===== src/rtl/codeword_pkg.sv =====
// Shared constants for the code-word detector and its display counter:
// seven-segment encodings, one-cold anode patterns and the detector states.
package codeword_pkg;

    localparam int BCD_W = 4;

    // Active-low segments, bit order g..a
    localparam logic [6:0] SEG_0 = 7'b1000000;
    localparam logic [6:0] SEG_1 = 7'b1111001;
    localparam logic [6:0] SEG_2 = 7'b0100100;
    localparam logic [6:0] SEG_3 = 7'b0110000;
    localparam logic [6:0] SEG_4 = 7'b0011001;
    localparam logic [6:0] SEG_5 = 7'b0010010;
    localparam logic [6:0] SEG_6 = 7'b0000010;
    localparam logic [6:0] SEG_7 = 7'b1111000;
    localparam logic [6:0] SEG_8 = 7'b0000000;
    localparam logic [6:0] SEG_9 = 7'b0010000;
    localparam logic [6:0] SEG_BLANK = 7'b1111111;

    localparam logic [3:0] AN_0 = 4'b1110;
    localparam logic [3:0] AN_1 = 4'b1101;
    localparam logic [3:0] AN_2 = 4'b1011;
    localparam logic [3:0] AN_3 = 4'b0111;

    typedef enum logic [2:0] {
        DET_IDLE  = 3'd0,
        DET_S1    = 3'd1,
        DET_S2    = 3'd2,
        DET_S3    = 3'd3,
        DET_MATCH = 3'd4
    } det_state_t;

endpackage


===== src/rtl/codeword_counter_if.sv =====
// Connection bundle between the detector side and the counter/display block.
interface codeword_counter_if;
    import codeword_pkg::*;

    logic                   pulse;
    logic                   clear;
    logic [4*BCD_W-1:0]     count_bcd;
    logic                   overflow;
    logic [3:0]             an;
    logic [6:0]             seg;

    modport master (output pulse, output clear,
                    input count_bcd, input overflow, input an, input seg);
    modport slave  (input pulse, input clear,
                    output count_bcd, output overflow, output an, output seg);
endinterface


===== src/rtl/bcd_digit.sv =====
// One decade counter stage; carries out combinationally when at 9 with carry-in.
module bcd_digit
    import codeword_pkg::*;
(
    input  logic             clk,
    input  logic             reset,
    input  logic             clear,
    input  logic             cin,
    output logic [BCD_W-1:0] q,
    output logic             cout
);

    logic [BCD_W-1:0] r_q;

    assign q    = r_q;
    assign cout = cin & (r_q == 4'd9);

    // Decade state: clear wins over carry-in
    always_ff @(posedge clk or posedge reset) begin
        if (reset) begin
            r_q <= 4'd0;
        end else if (clear) begin
            r_q <= 4'd0;
        end else if (cin) begin
            r_q <= (r_q == 4'd9) ? 4'd0 : (r_q + 4'd1);
        end else begin
            r_q <= r_q;
        end
    end

endmodule


===== src/rtl/codeword_counter.sv =====
// Counts rising edges of the detector flag in 4-digit BCD with a sticky
// overflow, and scans the count onto a multiplexed seven-segment display.
module codeword_counter
    import codeword_pkg::*;
#(
    parameter int REFRESH_BITS = 16
)(
    input  logic               clk,
    input  logic               reset,
    codeword_counter_if.slave  bus
);

    localparam logic [REFRESH_BITS-1:0] REFRESH_ONE = {{(REFRESH_BITS-1){1'b0}}, 1'b1};

    logic                    r_pulse_d;
    logic                    w_inc;
    logic [BCD_W-1:0]        w_q [4];
    logic [4:0]              w_carry;
    logic                    r_overflow;
    logic [REFRESH_BITS-1:0] r_refresh;
    logic [1:0]              r_digit_sel;
    logic [BCD_W-1:0]        w_digit;
    logic [3:0]              r_an;
    logic [6:0]              r_seg;

    function automatic logic [6:0] seg_decode(input logic [BCD_W-1:0] d);
        case (d)
            4'd0:    seg_decode = SEG_0;
            4'd1:    seg_decode = SEG_1;
            4'd2:    seg_decode = SEG_2;
            4'd3:    seg_decode = SEG_3;
            4'd4:    seg_decode = SEG_4;
            4'd5:    seg_decode = SEG_5;
            4'd6:    seg_decode = SEG_6;
            4'd7:    seg_decode = SEG_7;
            4'd8:    seg_decode = SEG_8;
            4'd9:    seg_decode = SEG_9;
            default: seg_decode = SEG_BLANK;
        endcase
    endfunction

    assign w_inc      = bus.pulse & ~r_pulse_d;
    assign w_carry[0] = w_inc;

    for (genvar g = 0; g < 4; g++) begin : g_digit
        bcd_digit u_digit (
            .clk   (clk),
            .reset (reset),
            .clear (bus.clear),
            .cin   (w_carry[g]),
            .q     (w_q[g]),
            .cout  (w_carry[g+1])
        );
    end

    assign bus.count_bcd = {w_q[3], w_q[2], w_q[1], w_q[0]};
    assign bus.overflow  = r_overflow;
    assign bus.an        = r_an;
    assign bus.seg       = r_seg;

    // Pulse history tracks the input even while clear is held
    always_ff @(posedge clk or posedge reset) begin
        if (reset) begin
            r_pulse_d <= 1'b0;
        end else begin
            r_pulse_d <= bus.pulse;
        end
    end

    // Sticky wrap flag, set by carry out of the thousands digit
    always_ff @(posedge clk or posedge reset) begin
        if (reset) begin
            r_overflow <= 1'b0;
        end else if (bus.clear) begin
            r_overflow <= 1'b0;
        end else if (w_carry[4]) begin
            r_overflow <= 1'b1;
        end else begin
            r_overflow <= r_overflow;
        end
    end

    // Scan timebase: digit advances when refresh rolls over to zero
    always_ff @(posedge clk or posedge reset) begin
        if (reset) begin
            r_refresh   <= '0;
            r_digit_sel <= 2'd0;
        end else begin
            r_refresh <= r_refresh + REFRESH_ONE;
            if (&r_refresh) begin
                r_digit_sel <= r_digit_sel + 2'd1;
            end else begin
                r_digit_sel <= r_digit_sel;
            end
        end
    end

    // Selected digit mux
    always_comb begin
        w_digit = w_q[0];
        case (r_digit_sel)
            2'd0:    w_digit = w_q[0];
            2'd1:    w_digit = w_q[1];
            2'd2:    w_digit = w_q[2];
            2'd3:    w_digit = w_q[3];
            default: w_digit = w_q[0];
        endcase
    end

    // Registered display drive keeps anodes and segments glitch-free
    always_ff @(posedge clk or posedge reset) begin
        if (reset) begin
            r_an  <= AN_0;
            r_seg <= SEG_0;
        end else begin
            case (r_digit_sel)
                2'd0:    r_an <= AN_0;
                2'd1:    r_an <= AN_1;
                2'd2:    r_an <= AN_2;
                2'd3:    r_an <= AN_3;
                default: r_an <= AN_0;
            endcase
            r_seg <= seg_decode(w_digit);
        end
    end

endmodule


===== src/flat_wrapper.sv =====
// flat-port wrapper written by rule: the top's interface ports become plain ports
module codeword_counter_flat import codeword_pkg::*;
#(
    parameter int REFRESH_BITS = 16
)
  (clk, reset, bus_pulse, bus_clear, bus_count_bcd, bus_overflow, bus_an, bus_seg);
  codeword_counter_if bus_i ();
  input  logic clk;
  input  logic reset;
  input wire logic [$bits(bus_i.pulse)-1:0] bus_pulse;
  input wire logic [$bits(bus_i.clear)-1:0] bus_clear;
  output wire logic [$bits(bus_i.count_bcd)-1:0] bus_count_bcd;
  output wire logic [$bits(bus_i.overflow)-1:0] bus_overflow;
  output wire logic [$bits(bus_i.an)-1:0] bus_an;
  output wire logic [$bits(bus_i.seg)-1:0] bus_seg;
  assign bus_i.pulse = bus_pulse;
  assign bus_i.clear = bus_clear;
  assign bus_count_bcd = bus_i.count_bcd;
  assign bus_overflow = bus_i.overflow;
  assign bus_an = bus_i.an;
  assign bus_seg = bus_i.seg;
  codeword_counter #(.REFRESH_BITS(REFRESH_BITS)) u_core (.clk(clk), .reset(reset), .bus(bus_i));
endmodule

===== config.mk =====
export PLATFORM = sky130hd
export DESIGN_NAME = codeword_counter_flat
export DESIGN_NICKNAME = d
export VERILOG_FILES = /design/src/rtl/codeword_pkg.sv /design/src/rtl/codeword_counter_if.sv /design/src/rtl/bcd_digit.sv /design/src/rtl/codeword_counter.sv /design/src/flat_wrapper.sv
export SDC_FILE = /design/constraint.sdc
export NUM_CORES = 1
export LEC_CHECK = 0
export ABC_AREA = 1
export CAP_MARGIN = 20
export CORE_ASPECT_RATIO = 0.6
export CORE_MARGIN = 2
export CORE_UTILIZATION = 40
export CTS_BUF_LIST = sky130_fd_sc_hd__clkbuf_2 sky130_fd_sc_hd__clkbuf_4 sky130_fd_sc_hd__clkbuf_8
export CTS_CLUSTER_SIZE = 24
export DETAILED_ROUTE_END_ITERATION = 10
export PLACE_DENSITY = 0.65
export SKIP_LAST_GASP = 1
export SYNTH_ARGS = -nofsm -noshare
export SYNTH_HDL_FRONTEND = slang
export SYNTH_HIERARCHICAL = 1
export SYNTH_SLANG_ARGS = --single-unit

===== constraint.sdc =====
create_clock -name clk -period 3.6 [get_ports clk]
set_clock_uncertainty 0.15 [all_clocks]
set_input_delay 0.54 -clock clk [delete_from_list [all_inputs] [get_ports clk]]
set_output_delay 0.54 -clock clk [all_outputs]
set_load 0.01 [all_outputs]

==> results.json, run 1 <==
{
  "worstSetupPathType": "in2reg",
  "fin_setup_tns_ns": 0,
  "io_pins": 32,
  "num_rows": 22,
  "cts_tree": "done",
  "gp_congestion": 0.8148,
  "finalSetupViolCount": 0,
  "cap_violations": 0,
  "switching_power_uw": 218.6,
  "grt_usage_pct": 16.40,
  "drtIter0Drc": 113,
  "fin_crit_sh_pct": 65.79,
  "crit_start": "bus_pulse",
  "final_nets": 377,
  "crit_fanout": 4,
  "postCtsSetupBuffers": 0,
  "avgSynthCellArea_um2": 8.267,
  "powerDensity_nw_per_um2": 333.0,
  "seq_area_frac_synth_pct": 44.93,
  "die_area_um2": 7258,
  "cts.sinks": 47,
  "final_util_pct": 51.25,
  "hold_viol_final": 0,
  "ir_drop_mv": 0.1480,
  "dp_hpwl_um": 4082,
  "relSlewSlack_pct": 67.58,
  "arrival_ns": 2.45,
  "reg2reg_depth": 14,
  "clk_root_buffer_cell": "clkbuf_8",
  "grt_overflow": 0,
  "grt_pass1_wl_um": 9108,
  "crit_required_ns": 3.68,
  "hp-start": "u_core/r_refresh[0]",
  "fmax_mhz": 422.2,
  "intPower_uw": 843.0,
  "synth_top_area_share_pct": 40.93,
  "ys_ff_latch": 47,
  "place_inst": 434,
  "power_mw": 1.062,
  "synth_area_leaders": "dfrtp_1, nand2_1, ha_1, inv_1, nand3_1",
  "rsz0062_at_grt": "no",
  "start_util_pct": 42.26,
  "grt_max_degree": 20,
  "syn_to_final_growth_pct": 21.28,
  "cts_resized": 0,
  "cp-start-kind": "input port",
  "worst_slew_pin_slew_ns": 0.4857,
  "cts.path.max_buffers": 2,
  "synth_top_cell_by_area": "dfrtp_1",
  "coreArea_um2": 6221,
  "wl_um": 5262,
  "worstReg2RegStart": "u_core/g_digit[0].u_digit/q[1]",
  "r2r_setup_slack_ns": 1.38,
  "portBuffers": 31,
  "drive_gt1_share_pct": 16.20,
  "clock_power_share_pct": 43.6,
  "die_x_um": 108.7,
  "insertedDiodeCount": 0,
  "power.leakage_nw": 1.576,
  "status": "completed",
  "cts_buffers": 5,
  "fin_cells": 442,
  "yosysUniqueCellTypes": 25,
  "route.detailed.drc": 0,
  "worst_setup_path_end_kind": "register",
  "cts_hold_repair.buffers": 0,
  "hp-class": "reg2reg",
  "htree_num_levels": 2,
  "yosys_warnings": 6,
  "netlist_area_um2": 2629,
  "die_height_um": 66.80,
  "maxSlewViolCount": 0,
  "endpoint": "u_core/g_digit[3].u_digit/q[2]",
  "ant_nets": 0,
  "pwr-share-seq_pct": 50.7,
  "firstDrtPassIters": 5,
  "finalCriticalPeriod_ns": 2.368,
  "syn_nets": 338,
  "via_per_inst": 4.600,
  "post_drt_wl_per_cell_um": 11.90,
  "antenna_found_initial": 0,
  "sw_frac_of_total_pct": 20.60,
  "hold_slack_ns": 0.3224,
  "synth_cells": 318,
  "clk_pin_slew_ns": 0.08,
  "grt_pass1_vias": 1959,
  "dr_total_vias": 2033,
  "p_comb_share_pct": 5.7,
  "timing.rr.end": "u_core/g_digit[3].u_digit/q[2]",
  "clock_latency_ns": 0.30
}
sequential cells by signal, indices dropped and copies added (netlist names):
name and cells:
u_core/r_digit_sel 2, u_core/g_digit.u_digit/q 16, u_core/r_refresh 16, u_core/bus.an 4, u_core/r_pulse_d 1, u_core/bus.seg 7, u_core/bus.overflow 1
worst min path at each step:
stage,to,cells after the start,slack [ns]
floorplan,u_core/g_digit[0].u_digit/q[0],1,0.16
detailed placement,u_core/r_refresh[0],1,0.31
global route,u_core/r_refresh[13],1,0.35
finish,u_core/r_refresh[0],1,0.32
CTS,u_core/r_refresh[0],1,0.32
global placement,u_core/r_refresh[0],1,0.31
cell usage after synthesis:
library cell / count
nand4_1: 4
nor2_1: 18
a21oi_1: 1
inv_1: 42
nor3_2: 2
or2_1: 2
dfstp_2: 4
dfrtp_1: 43
o21ai_2: 1
o21ai_0: 1
nor3b_2: 1
nor2_2: 9
nand2_4: 1
nand2_1: 85
xor2_1: 10
ha_1: 16
o22ai_2: 1
nand3_2: 6
nor2_4: 2
nand2_2: 11
o21ai_1: 15
xnor2_1: 5
inv_2: 11
nand3_1: 23
nor3_1: 4
power groups by stage:
stage	clock network [mW]	logic [mW]	registers, mW
floorplan	0	0.0323	0.551
global placement	0	0.0611	0.549
detailed placement	0	0.0614	0.549
CTS	0.471	0.0617	0.538
global route	0.498	0.0695	0.539
finish	0.463	0.0603	0.538
logic make-up (layout without fill, tap and decap cells):
group / Yosys count / after routing / synth area share [%]
simple gates: 168 / 168 / 30.84
buf+inv: 53 / 93 / 7.568
flops: 47 / 47 / 44.93
compound gates: 19 / 19 / 4.045
fa+ha+maj: 16 / 16 / 7.615
xor+xnor: 15 / 15 / 4.997
placed cells by master (no fill, tap or decap), types with 5 or more instances in the layout:
master,netlist,routed
nand3_1,23,23
o21ai_1,15,15
dfrtp_1,43,43
xnor2_1,5,5
inv_1,42,42
clkbuf_8,0,5
nor2_1,18,18
xor2_1,10,10
nand2_1,85,85
inv_2,11,11
clkdlybuf4s50_1,0,31
nand3_2,6,6
ha_1,16,16
nand2_2,11,11
nor2_2,9,9
cell type report:
cell class              count  area, um^2
clock buffers               6       76.32
clock inverters             2       60.06
fillers                   615        3033
inverters                  53       198.9
multi-input cells         218        1249
flip-flops and latches     47        1181
well taps                  84       105.1
repair buffers             32       317.8
per-layer routing:
metal	up-vias	GRT usage (%)	wire length [um]
met4	0	3.365	19
met2	46	23.28	2053
met5	-	0	0
met3	2	3.718	222
met1	922	25.15	2966
li1	1063	-	-
worst max-delay path: stages:
cell	delay [ns]
clkdlybuf4s50_1	0.48
inv_1	0.04
nor2_1	0.14
inv_2	0.08
nor2_1	0.19
inv_2	0.08
nor2_1	0.18
inv_2	0.08
nor2_1	0.20
inv_2	0.08
nand2_2	0.11
nand2_1	0.06
nand2_1	0.05
nand2_1	0.05
nor2_1	0.08
metrics by stage:
| stage | area, um^2 | setup slack [ns] |
|---|---|---|
| 2_1_floorplan | 2629 | 1.650 |
| 6_report | 3188 | 1.232 |
| 5_1_grt | 3188 | 1.076 |
| 3_3_place_gp | 3052 | 0.9944 |
| 4_1_cts | 3188 | 1.261 |
| 3_5_place_dp | 3052 | 0.9530 |
Note: power is estimated with default switching activity, not from simulation.
==> run 2, diff against run 1 <==
clock period = 2.4 ns   (was 3.6 ns; I/O delays follow)
==> run 2 against run 1 <==
Non-clock buffer count grew 4. Critical path depth fell by 2. Worst hold slack worse by 0.074 ns. Worst setup slack worse by 0.95 ns. Global-route usage increased by 0.22 points. Sequential share of layout area fell by 0.49 points. Via count is 1.8% higher. Register-to-register slack got worse by 1.1 ns. Utilization grew 0.68 points. Die area unchanged. First-iteration DRC count is 22% lower. Critical path type unchanged. Critical endpoint is now u_core/g_digit[3].u_digit/q[1].
==> results.json, run 2 (same netlist as run 1, synthesis figures left out) <==
{
  "clk_pin_slew_ns": 0.08,
  "route.detailed.drc": 0,
  "grt_overflow": 0,
  "fin_setup_tns_ns": 0,
  "maxSlewViolCount": 0,
  "reg2reg_depth": 12,
  "cts_hold_repair.buffers": 0,
  "insertedDiodeCount": 0,
  "dp_hpwl_um": 4093,
  "coreArea_um2": 6221,
  "finalCriticalPeriod_ns": 2.114,
  "layout_commonest_cell": "nand2_1",
  "arrival_ns": 2.19,
  "crit_start": "bus_pulse",
  "rsz0062_at_grt": "no",
  "cts.sinks": 47,
  "antenna_found_initial": 0,
  "fin_crit_sh_pct": 88.09,
  "cp-start-kind": "input port",
  "intPower_mw": 1.269,
  "htree_num_levels": 2,
  "die_height_um": 66.80,
  "switching_power_uw": 333.4,
  "cts_tree": "done",
  "firstDrtPassIters": 4,
  "portBuffers": 31,
  "syn_to_final_growth_pct": 22.89,
  "start_util_pct": 42.26,
  "clk_root_buffer_cell": "clkbuf_8",
  "hold_slack_ns": 0.2488,
  "final_cell_mix": "nand2_1, dfrtp_1, inv_1, clkdlybuf4s50_1, nand3_1",
  "cap_violations": 0,
  "wl_um": 5350,
  "hp-class": "in2async",
  "dp_slack_ns": 0.007053,
  "num-fill-cells": 610,
  "final_cell_area_um2": 3231,
  "clock_power_share_pct": 43.6,
  "die_area_um2": 7258,
  "cts_buffers": 5,
  "worstReg2RegStart": "u_core/g_digit[0].u_digit/q[1]",
  "pwr-share-seq_pct": 50.2,
  "timing.rr.end": "u_core/g_digit[3].u_digit/q[1]",
  "powerDensity_nw_per_um2": 496.0,
  "final_nets": 381,
  "cts_resized": 0,
  "hold_viol_final": 0,
  "ir_drop_mv": 0.2457,
  "io_pins": 32,
  "fmax_mhz": 473.0,
  "worst_setup_path_end_kind": "register",
  "num_rows": 22,
  "crit_fanout": 4,
  "sw_frac_of_total_pct": 20.81,
  "worst_slew_pin_slew_ns": 0.4323,
  "finalSetupViolCount": 0,
  "post_drt_wl_per_cell_um": 12.00,
  "status": "completed",
  "worstSetupPathType": "in2reg",
  "grt_max_degree": 23,
  "dr_total_vias": 2069,
  "grt_pass1_vias": 1929,
  "postCtsSetupBuffers": 0,
  "placed_cell_area_um2": 3094,
  "p_comb_share_pct": 6.2,
  "grt_pass1_wl_um": 9094,
  "die_x_um": 108.7,
  "r2r_setup_slack_ns": 0.32,
  "ant_nets": 0,
  "via_per_inst": 4.639,
  "power.leakage_nw": 1.600,
  "drtIter0Drc": 88,
  "clock_latency_ns": 0.30,
  "fin_ws_ns": 0.2859,
  "grt_usage_pct": 16.62,
  "drive_gt1_share_pct": 17.13,
  "cts.path.max_buffers": 2,
  "gp_congestion": 0.8087,
  "relSlewSlack_pct": 71.15,
  "crit_required_ns": 2.47
}
run 2: final cells by class:
type | count | area [um^2] | share of cell area [%]
multi-input combinational | 218 | 1249 | 38.65
sequential | 47 | 1181 | 36.56
timing repair buffer | 36 | 360.3 | 11.15
inverter | 53 | 198.9 | 6.158
tap | 84 | 105.1 | 3.253
clock buffer | 6 | 76.32 | 2.363
clock inverter | 2 | 60.06 | 1.859
run 2: how the worst max path moves through the flow:
| stage | end | cells after the start |
|---|---|---|
| 2_1_floorplan | u_core/g_digit[3].u_digit/q[2] | 13 |
| 3_3_place_gp | u_core/g_digit[3].u_digit/q[2] | 14 |
| 3_5_place_dp | u_core/g_digit[3].u_digit/q[2] | 14 |
| 4_1_cts | u_core/bus.seg[3] | 11 |
| 5_1_grt | u_core/g_digit[3].u_digit/q[2] | 14 |
| 6_report | u_core/g_digit[3].u_digit/q[1] | 13 |
run 2: layer usage:
metal	wire length [um]	share of wire (%)	global-route usage, %	vias to the layer above
met2	2087	39	23.28	51
li1	-	-	-	1069
met4	60	1.1	5.769	0
met1	2941	55	24.95	944
met3	260	4.9	3.620	5
met5	0	0	0	-
run 2: critical path, cell delays in order:
cell and delay (ns):
clkdlybuf4s50_1 0.48, inv_1 0.04, nor2_1 0.14, inv_2 0.08, nor2_1 0.20, inv_2 0.06, nor2_1 0.16, inv_2 0.05
nor2_1 0.19, nand2_1 0.11, nor2_2 0.16, nand2_1 0.07, o21ai_1 0.09
run 2: stage by stage:
step                std cells  total power, mW  util [%]
CTS                       446            1.624     51.93
global placement          438           0.9205     49.74
floorplan                 318           0.8751         -
finish                    446            1.602     51.93
global route              446            1.676     51.93
detailed placement        438           0.9215     49.74
run 2: power groups by stage:
stage	combinational (mW)	clock [mW]	sequential [mW]
after floorplan	0.0484	0	0.827
final	0.0998	0.698	0.804
after detailed placement	0.101	0	0.820
after global routing	0.114	0.756	0.806
after global placement	0.100	0	0.820
after CTS	0.102	0.718	0.805
==> run 3, diff against run 2 <==
CORE_UTILIZATION = 35   (was 40)
PLACE_DENSITY = default   (was 0.65)
==> run 3 against run 2 <==
Total power decreased by 13%. Worst hold slack better by 0.029 ns. First-iteration DRC count fell by 11%. Final cell count is 4.7% higher. Global-route usage shrank 2.3 points. Non-clock buffer count is 1 higher. Combinational power about the same. Final area down 0.39%. Worst setup slack worse by 0.040 ns. Clock power down 30%. Register-to-register slack improved by 0.03 ns.
==> results.json, run 3 (same netlist as run 1, synthesis figures left out) <==
{
  "placed_cell_area_um2": 3127,
  "reg2reg_depth": 11,
  "worst_slew_pin_slew_ns": 0.3122,
  "clk_root_buffer_cell": "clkbuf_8",
  "multi_input_area_um2": 1251,
  "grt_max_degree": 29,
  "die_area_um2": 8243,
  "power.leakage_nw": 1.581,
  "layout_commonest_cell": "nand2_1",
  "postCtsSetupBuffers": 0,
  "fin_crit_sh_pct": 89.77,
  "cts.path.max_buffers": 2,
  "cts_hold_repair.buffers": 0,
  "final_cell_mix": "nand2_1, dfrtp_1, inv_1, clkdlybuf4s50_1, nand3_1",
  "cap_violations": 0,
  "ir_drop_mv": 0.2277,
  "dp_hpwl_um": 4210,
  "rsz0062_at_grt": "no",
  "final_util_pct": 44.28,
  "worstReg2RegStart": "u_core/r_digit_sel[0]",
  "insertedDiodeCount": 0,
  "fmax_mhz": 464.1,
  "finalSetupViolCount": 0,
  "power_mw": 1.396,
  "relSlewSlack_pct": 79.04,
  "crit_required_ns": 2.49,
  "ant_nets": 0,
  "num_rows": 24,
  "status": "completed",
  "clock_latency_ns": 0.30,
  "drive_gt1_share_pct": 17.63,
  "worst_setup_path_end_kind": "register",
  "coreArea_um2": 7267,
  "fin_setup_tns_ns": 0,
  "die_x_um": 115.9,
  "maxSlewViolCount": 0,
  "hold_slack_ns": 0.2776,
  "route.detailed.drc": 0,
  "portBuffers": 31,
  "htree_num_levels": 2,
  "grt_pass1_wl_um": 9259,
  "cp-start-kind": "input port",
  "wl_um": 5479,
  "cts_buffers": 5,
  "antenna_found_initial": 0,
  "cts.sinks": 47,
  "cts_resized": 0,
  "powerDensity_nw_per_um2": 433.7,
  "cts_tree": "done",
  "hold_viol_final": 0,
  "arrival_ns": 2.24,
  "drtIter0Drc": 78,
  "finalCriticalPeriod_ns": 2.155,
  "regArea_um2": 1181,
  "crit_start": "bus_pulse",
  "grt_usage_pct": 14.34,
  "final_nets": 382,
  "num-fill-cells": 740,
  "grt_overflow": 0,
  "gp_congestion": 0.7972,
  "timing.rr.end": "u_core/bus.seg[3]",
  "syn_to_final_growth_pct": 22.42,
  "via_per_inst": 4.405,
  "final_cell_area_um2": 3218,
  "worstSetupPathType": "in2reg",
  "dr_total_vias": 2057,
  "crit_fanout": 4,
  "die_height_um": 71.13,
  "firstDrtPassIters": 5,
  "start_util_pct": 36.17,
  "hp-class": "in2async",
  "clk_pin_slew_ns": 0.09,
  "grt_pass1_vias": 1980,
  "r2r_setup_slack_ns": 0.35,
  "post_drt_wl_per_cell_um": 11.73,
  "io_pins": 32
}
## run 3: cell count changes in the layout (fill, tap and decap cells not counted), sizes merged
cell,previous run,this run
bufinv,2,0
buf,5,6
clkinv,0,1
clkinvlp,0,1
## run 3: worst max path at each step
stage / end / cells after the start
4_1_cts: u_core/g_digit[3].u_digit/q[2] / 15
3_5_place_dp: u_core/g_digit[3].u_digit/q[2] / 14
6_report: u_core/g_digit[3].u_digit/q[2] / 15
5_1_grt: u_core/g_digit[3].u_digit/q[2] / 15
2_1_floorplan: u_core/g_digit[3].u_digit/q[2] / 13
3_3_place_gp: u_core/g_digit[3].u_digit/q[2] / 14
## run 3: layout make-up
cell class | count | area share (%)
multi-input cells | 218 | 38.88
well taps | 104 | 4.044
inverters | 53 | 6.182
clock inverters | 2 | 0.3888
clock buffers | 6 | 2.372
flip-flops and latches | 47 | 36.70
repair buffers | 37 | 11.43
## run 3: stage by stage
step | setup slack, ns | std cells
detailed placement | -0.09067 | 459
floorplan | 0.4499 | 318
CTS | 0.2124 | 467
global route | 0.05008 | 467
finish | 0.2454 | 467
global placement | -0.0007094 | 459
## run 3: report_power, final
group          total, mW  switching, mW  leakage [nW]  internal, mW
clock network      0.490          0.275        0.0446         0.216
registers          0.805        0.00321         0.623         0.802
logic              0.101         0.0610         0.914        0.0396
total               1.40          0.339          1.58          1.06
## run 3: critical path: stages
cell and delay (ns):
clkdlybuf4s50_1 0.49, inv_1 0.04, nor2_1 0.16, inv_2 0.09, nor2_2 0.18, inv_2 0.05, nor2_1 0.16, inv_2 0.05
nor2_1 0.21, inv_2 0.09, nand2_2 0.11, nand2_1 0.06, nand2_1 0.05, nand2_1 0.05, nor2_1 0.08
## run 3: metal layers
| layer | global-route usage [%] | vias to the layer above | wire length [um] |
|---|---|---|---|
| li1 | - | 1065 | - |
| met1 | 22.88 | 955 | 3126 |
| met2 | 19.36 | 33 | 2133 |
| met3 | 3.428 | 4 | 183 |
| met4 | 3.175 | 0 | 36 |
| met5 | 0 | - | 0 |
